**src/rtl/core_writeback.sv**
```systemverilog
// Writeback stage: merges execute results and returning load data onto the single
// register-file write port, tracks one outstanding load and raises a RAW interlock for it.
module core_writeback #(
    parameter int TIMEOUT_CYCLES = 256,
    parameter int RETIRE_W       = 32
) (
    input  logic                clk,
    input  logic                rst_n,
    input  logic                ex_valid,
    output logic                ex_ready,
    input  logic                ex_is_load,
    input  logic [4:0]          ex_rd,
    input  logic [31:0]         ex_result,
    input  logic [2:0]          ex_funct3,
    input  logic [1:0]          ex_addr_lo,
    input  logic                mem_rvalid,
    input  logic                mem_rerr,
    input  logic [31:0]         mem_rdata,
    input  logic [4:0]          id_rs1,
    input  logic [4:0]          id_rs2,
    output logic                raw_hazard,
    output logic [4:0]          reg_waddr,
    output logic [31:0]         reg_wdata,
    output logic                reg_wen,
    output logic                load_err,
    output logic [RETIRE_W-1:0] retire_cnt
);

    typedef enum logic [0:0] {
        S_IDLE = 1'b0,
        S_WAIT = 1'b1
    } state_t;

    localparam int            TW     = (TIMEOUT_CYCLES > 1) ? $clog2(TIMEOUT_CYCLES + 1) : 1;
    localparam logic [TW-1:0] T_LAST = TW'(TIMEOUT_CYCLES - 1);

    state_t                state_r;
    logic [4:0]            prd_r;
    logic [2:0]            pf3_r;
    logic [1:0]            plo_r;
    logic [TW-1:0]         tcnt_r;
    logic                  reg_wen_r;
    logic [4:0]            reg_waddr_r;
    logic [31:0]           reg_wdata_r;
    logic                  load_err_r;
    logic [RETIRE_W-1:0]   retire_cnt_r;

    logic                  ex_ready_s;
    logic                  timeout_s;
    logic                  alu_take_s;
    logic                  err_s;
    logic                  wen_s;
    logic [4:0]            waddr_s;
    logic [31:0]           wdata_s;

    // Select the byte/half lane and extend; reserved funct3 codes fall back to a full word.
    function automatic logic [31:0] format_load(input logic [31:0] data,
                                                input logic [2:0]  f3,
                                                input logic [1:0]  lo);
        logic [7:0]  b;
        logic [15:0] h;
        b = data[{lo, 3'b000} +: 8];
        h = data[{lo[1], 4'b0000} +: 16];
        case (f3)
            3'b000:  return {{24{b[7]}}, b};
            3'b001:  return {{16{h[15]}}, h};
            3'b100:  return {24'd0, b};
            3'b101:  return {16'd0, h};
            default: return data;
        endcase
    endfunction

    assign timeout_s  = (TIMEOUT_CYCLES != 0) && (tcnt_r == T_LAST);
    assign alu_take_s = ex_valid && ex_ready_s && !ex_is_load;
    assign err_s      = (state_r == S_WAIT) && (mem_rvalid ? mem_rerr : timeout_s);
    assign raw_hazard = (state_r == S_WAIT) && (prd_r != 5'd0) &&
                        ((id_rs1 == prd_r) || (id_rs2 == prd_r));

    // Acceptance: while a load waits, only non-conflicting ALU results may pass, and none when data returns.
    always_comb begin
        ex_ready_s = 1'b1;
        if (state_r == S_WAIT) begin
            if (mem_rvalid) begin
                ex_ready_s = 1'b0;
            end else begin
                ex_ready_s = !ex_is_load && ((ex_rd != prd_r) || (ex_rd == 5'd0));
            end
        end else begin
            ex_ready_s = 1'b1;
        end
    end

    // Write-port arbitration: returning load data wins over an execute result.
    always_comb begin
        wen_s   = 1'b0;
        waddr_s = 5'd0;
        wdata_s = 32'd0;
        if ((state_r == S_WAIT) && mem_rvalid) begin
            if (mem_rerr) begin
                wen_s = 1'b0;
            end else begin
                wen_s   = (prd_r != 5'd0);
                waddr_s = prd_r;
                wdata_s = format_load(mem_rdata, pf3_r, plo_r);
            end
        end else if (alu_take_s) begin
            wen_s   = (ex_rd != 5'd0);
            waddr_s = ex_rd;
            wdata_s = ex_result;
        end else begin
            wen_s = 1'b0;
        end
    end

    // Load-tracking FSM plus the registered register-file interface and retire counter.
    always_ff @(posedge clk or negedge rst_n) begin
        if (!rst_n) begin
            state_r      <= S_IDLE;
            prd_r        <= 5'd0;
            pf3_r        <= 3'd0;
            plo_r        <= 2'd0;
            tcnt_r       <= '0;
            reg_wen_r    <= 1'b0;
            reg_waddr_r  <= 5'd0;
            reg_wdata_r  <= 32'd0;
            load_err_r   <= 1'b0;
            retire_cnt_r <= '0;
        end else begin
            reg_wen_r  <= wen_s;
            load_err_r <= err_s;
            if (wen_s) begin
                reg_waddr_r  <= waddr_s;
                reg_wdata_r  <= wdata_s;
                retire_cnt_r <= retire_cnt_r + RETIRE_W'(1);
            end
            case (state_r)
                S_IDLE: begin
                    if (ex_valid && ex_is_load) begin
                        prd_r   <= ex_rd;
                        pf3_r   <= ex_funct3;
                        plo_r   <= ex_addr_lo;
                        tcnt_r  <= '0;
                        state_r <= S_WAIT;
                    end
                end
                S_WAIT: begin
                    if (mem_rvalid || timeout_s) begin
                        state_r <= S_IDLE;
                    end else begin
                        tcnt_r <= tcnt_r + TW'(1);
                    end
                end
                default: state_r <= S_IDLE;
            endcase
        end
    end

    assign ex_ready   = ex_ready_s;
    assign reg_wen    = reg_wen_r;
    assign reg_waddr  = reg_waddr_r;
    assign reg_wdata  = reg_wdata_r;
    assign load_err   = load_err_r;
    assign retire_cnt = retire_cnt_r;

endmodule

```
**config.mk**
```make
export PLATFORM = sky130hd
export DESIGN_NAME = core_writeback
export DESIGN_NICKNAME = d
export VERILOG_FILES = /design/src/rtl/core_writeback.sv
export SDC_FILE = /design/constraint.sdc
export NUM_CORES = 1
export LEC_CHECK = 0
export CORE_MARGIN = 3
export CORE_UTILIZATION = 53
export CTS_BUF_LIST = sky130_fd_sc_hd__clkbuf_8
export DETAILED_ROUTE_END_ITERATION = 12
export GPL_TIMING_DRIVEN = 0
export PLACE_DENSITY = 0.89
export SYNTH_ARGS = -nofsm -noshare
export SYNTH_HDL_FRONTEND = slang
export SYNTH_SLANG_ARGS = --single-unit
export TNS_END_PERCENT = 20
```
**constraint.sdc**
```tcl
create_clock -name clk -period 4.4 [get_ports clk]
set_input_delay 0.44 -clock clk [delete_from_list [all_inputs] [get_ports clk]]
set_output_delay 0.44 -clock clk [all_outputs]
set_load 0.01 [all_outputs]
```
==> results.py <==
metrics = {
    "outcome": {
        "outcome": "finished clean",
    },
    "clock_network": {
        "clock_sink_count": 91,
        "cts.reportedPaths.clkPinSlew_ns": 0.09,
        "clock_insertion_delay_worst_skew_ns": 0.36,
        "clockBufferDepth": 2,
        "buffer_count_from_post_cts_setup_fixing": 0,
        "library_cell_used_as_clock_root_buffer": "clkbuf_8",
        "cts_resized": 0,
        "cts_made_buffers": 9,
        "cts_tree": "done",
        "ctsHtreeMaxLevel": 3,
        "ctsHoldBuffers": 0,
    },
    "yosys": {
        "ys_dominant_reg_cell": "dfrtp_1",
        "synthArstFlopShare_pct": 100,
        "syn-num-nets": 613,
        "yosys_register_bits": 91,
        "syn_inst_count": 520,
        "netlist-cell-type-count": 62,
        "synth_top_cell_by_area": "dfrtp_1",
        "synth_common_cells": "dfrtp_1, nand2_1, xnor2_1",
        "post-synth-top-count-cell": "dfrtp_1",
        "synth-seq-area-share_pct": 41.8,
        "post_synth.cell_area_avg_um2": 10.5,
        "yosysWarnings": 0,
        "ys_top_cells_by_area": "dfrtp_1, xnor2_1, a21oi_2",
        "synth_edf_count": 0,
        "synth_top_cell_area_share_pct": 41.8,
        "syn-cell-area_um2": 5440,
    },
    "worst_setup_path": {
        "worstPathRequired_ns": 3.96,
        "critical-path-top-delay-family": "buffers and inverters",
        "worst-endpoint-arrival_ns": 2.91,
        "r2r-start": "plo_r[1]",
        "cpMaxStageDelayCell": "or4_4",
        "worstPathBufferInverterCount": 4,
        "reg_to_reg_critical_path_endpoint": "reg_wdata[7]",
        "path_cells": "clkdlybuf4s50_1, or4_4, or2_0, a31o_1, buf_6, buf_6, o21ai_1, clkdlybuf4s50_1",
        "setup.worst_path.start_class": "input pin",
        "regToRegSetupSlack_ns": 2.07,
        "path_max_fanout": 10,
        "worst-setup-path-type": "in -> out",
        "worstRegToRegCells": 7,
        "critPathCaptureType": "output pin",
        "cp_slowest_stage_delay_ns": 0.59,
    },
    "detailed_routing": {
        "antenna_left": 0,
        "postRouteWirelength_mm": 16.4,
        "dr.first_iter.drc_count": 437,
        "avgRoutedWirePerCell_um": 19.7,
        "drtPass1Iterations": 5,
        "dr_total_vias": 5070,
        "via_per_inst": 6.09,
        "remaining_drc_errors": 0,
    },
    "floorplan": {
        "dieArea_um2": 11500,
        "placement_rows": 36,
        "die_width_um": 107,
        "die-height_um": 107,
        "io_pins": 163,
        "initial_core_util_pct": 55.2,
        "area_of_the_placeable_core_um2": 9860,
    },
    "final_layout": {
        "multi_input_area_um2": 2860,
        "post_route_cells_drive_above_1_share_pct": 16.9,
        "finalNonFillerCells": 832,
        "regArea_um2": 2280,
        "antenna_cells": 0,
        "final_net_count": 787,
        "area_growth_synth_to_finish_pct": 37.4,
        "fillerInstances": 662,
    },
    "global_route": {
        "global_route_usage_over_all_layers_pct": 29.2,
        "grt_overflow_total": 0,
        "first_global_vias": 5191,
        "antenna_found_initial": 0,
        "grt_first_pass_wirelength_mm": 26.6,
        "grt_max_degree": 61,
    },
    "placement": {
        "final_estimated_routing_congestion_in_global_placement": 0.938,
        "place_hpwl_mm": 12.5,
        "placed_cells_incl_taps": 816,
        "port_buffers": 162,
    },
    "pwr": {
        "switching_part_of_the_total_power_pct": 32.9,
        "fin_total_pwr_uw": 2710,
        "power.net_switching_uw": 893,
        "ir_worst_vdd_uv": 188,
        "power.static_leakage_uw": 0.00304,
        "internal_power_uw": 1820,
        "pwr-share-clk_pct": 23.5,
        "power.sequential.fraction_pct": 40.5,
        "pwr_density_cell_nw_per_um2": 363,
        "combinationalPowerShare_pct": 36.0,
    },
    "worst_hold_path": {
        "worst_hold_path_type": "in -> async",
    },
    "timing": {
        "skew_ns": 0.0112,
        "max_slew_margin_pct": 41.0,
        "timing.final.crit_period_ns": 3.35,
        "unrepaired_setup_endpoints_after_global_routing": "no",
        "worst_pin_slew_ns": 0.881,
        "hold_viol": 0,
        "finalCritPeriodShare_pct": 76.1,
        "fmax_mhz": 299,
        "setup_viol_count_final": 0,
        "final-max-slew-violation-count": 0,
    },
    "flow_run": {
        "max_cap_viol_count": 0,
    },
}
[kinds of logic (layout without fill, tap and decap cells)]
kind of cell | Yosys count | in the layout | share of synthesized area, %
buffers and inverters | 55 | 234 | 5.61
DFF | 91 | 91 | 41.8
adders and majority gates | 3 | 3 | 0.690
xor gates and xnor gates | 46 | 46 | 7.40
AOI/OAI and AO/OA | 172 | 172 | 26.5
muxes | 26 | 26 | 5.27
and+or+nand+nor | 127 | 127 | 12.6
[routing by layer]
layer	up-vias	global-route usage, %	share of wire [%]
li1	2298	-	-
met1	2519	39.3	42
met2	222	47.8	49
met3	31	4.92	6.5
met4	0	10.0	2.3
met5	-	0	0
[worst max-delay path by stage]
stage	startpoint	end	slack (ns)	cells past startpoint
finish	ex_rd[1]	ex_ready	1.05	8
global route	ex_rd[1]	ex_ready	0.98	8
CTS	ex_rd[1]	ex_ready	1.05	8
detailed placement	ex_rd[1]	ex_ready	1.06	8
global placement	rst_n	reg_wdata[20]	-0.34	1
floorplan	ex_rd[1]	ex_ready	2.13	6
[metrics by stage]
stage                     area, µm²  setup TNS, ns  setup WS [ns]  utilization [%]  hold slack [ns]
after detailed placement       7250              0           1.06             73.5            0.408
after floorplan                5440              0           2.13                -            0.144
after global routing           7480              0          0.978             75.8           0.0288
after CTS                      7480              0           1.05             75.8           0.0182
after global placement         7230         -30.54         -0.343             73.3            0.464
final                          7480              0           1.05             75.8           0.0148
[cell type report]
class | instances | area share [%]
clock inverter | 7 | 1.32
sequential | 91 | 30.5
inverter | 12 | 0.636
timing repair buffer | 163 | 22.0
clock buffer | 9 | 1.66
multi-input combinational | 374 | 38.2
buffer | 43 | 3.45
tap | 133 | 2.23
[sequential cells by signal (all words and copies together), names as in the netlist]
register,count
reg_wdata,32
retire_cnt,32
tcnt_r,9
prd_r,5
reg_waddr,5
pf3_r,3
plo_r,2
load_err,1
reg_wen,1
state_r,1
[cells in the final DEF (no fill, tap or decap), types with 12 or more instances in the layout]
cell type        instances
clkdlybuf4s50_1        161
dfrtp_1                 91
nand2_1                 39
xnor2_1                 35
a21oi_2                 29
and3_1                  26
o21ai_0                 22
mux2_2                  20
clkbuf_1                17
o32a_1                  16
o22a_1                  16
nor2_1                  14
o22ai_1                 12
[power by group through the flow]
| stage | Sequential [µW] | Clock [µW] | Combinational [µW] |
|---|---|---|---|
| floorplan | 1140 | 0 | 458 |
| global placement | 1100 | 0 | 936 |
| detailed placement | 1110 | 0 | 966 |
| CTS | 1100 | 644 | 974 |
| global route | 1120 | 682 | 1050 |
| finish | 1100 | 638 | 976 |
[worst reg2reg max path, delay by kind of cell, from the launching register on]
family / cells / cell delay [ns]
flip-flops: 1 / 0.34
AO/OA/AOI/OAI: 4 / 1.19
buffers and inverters: 3 / 0.75
Power figures use the tool's default switching activity.
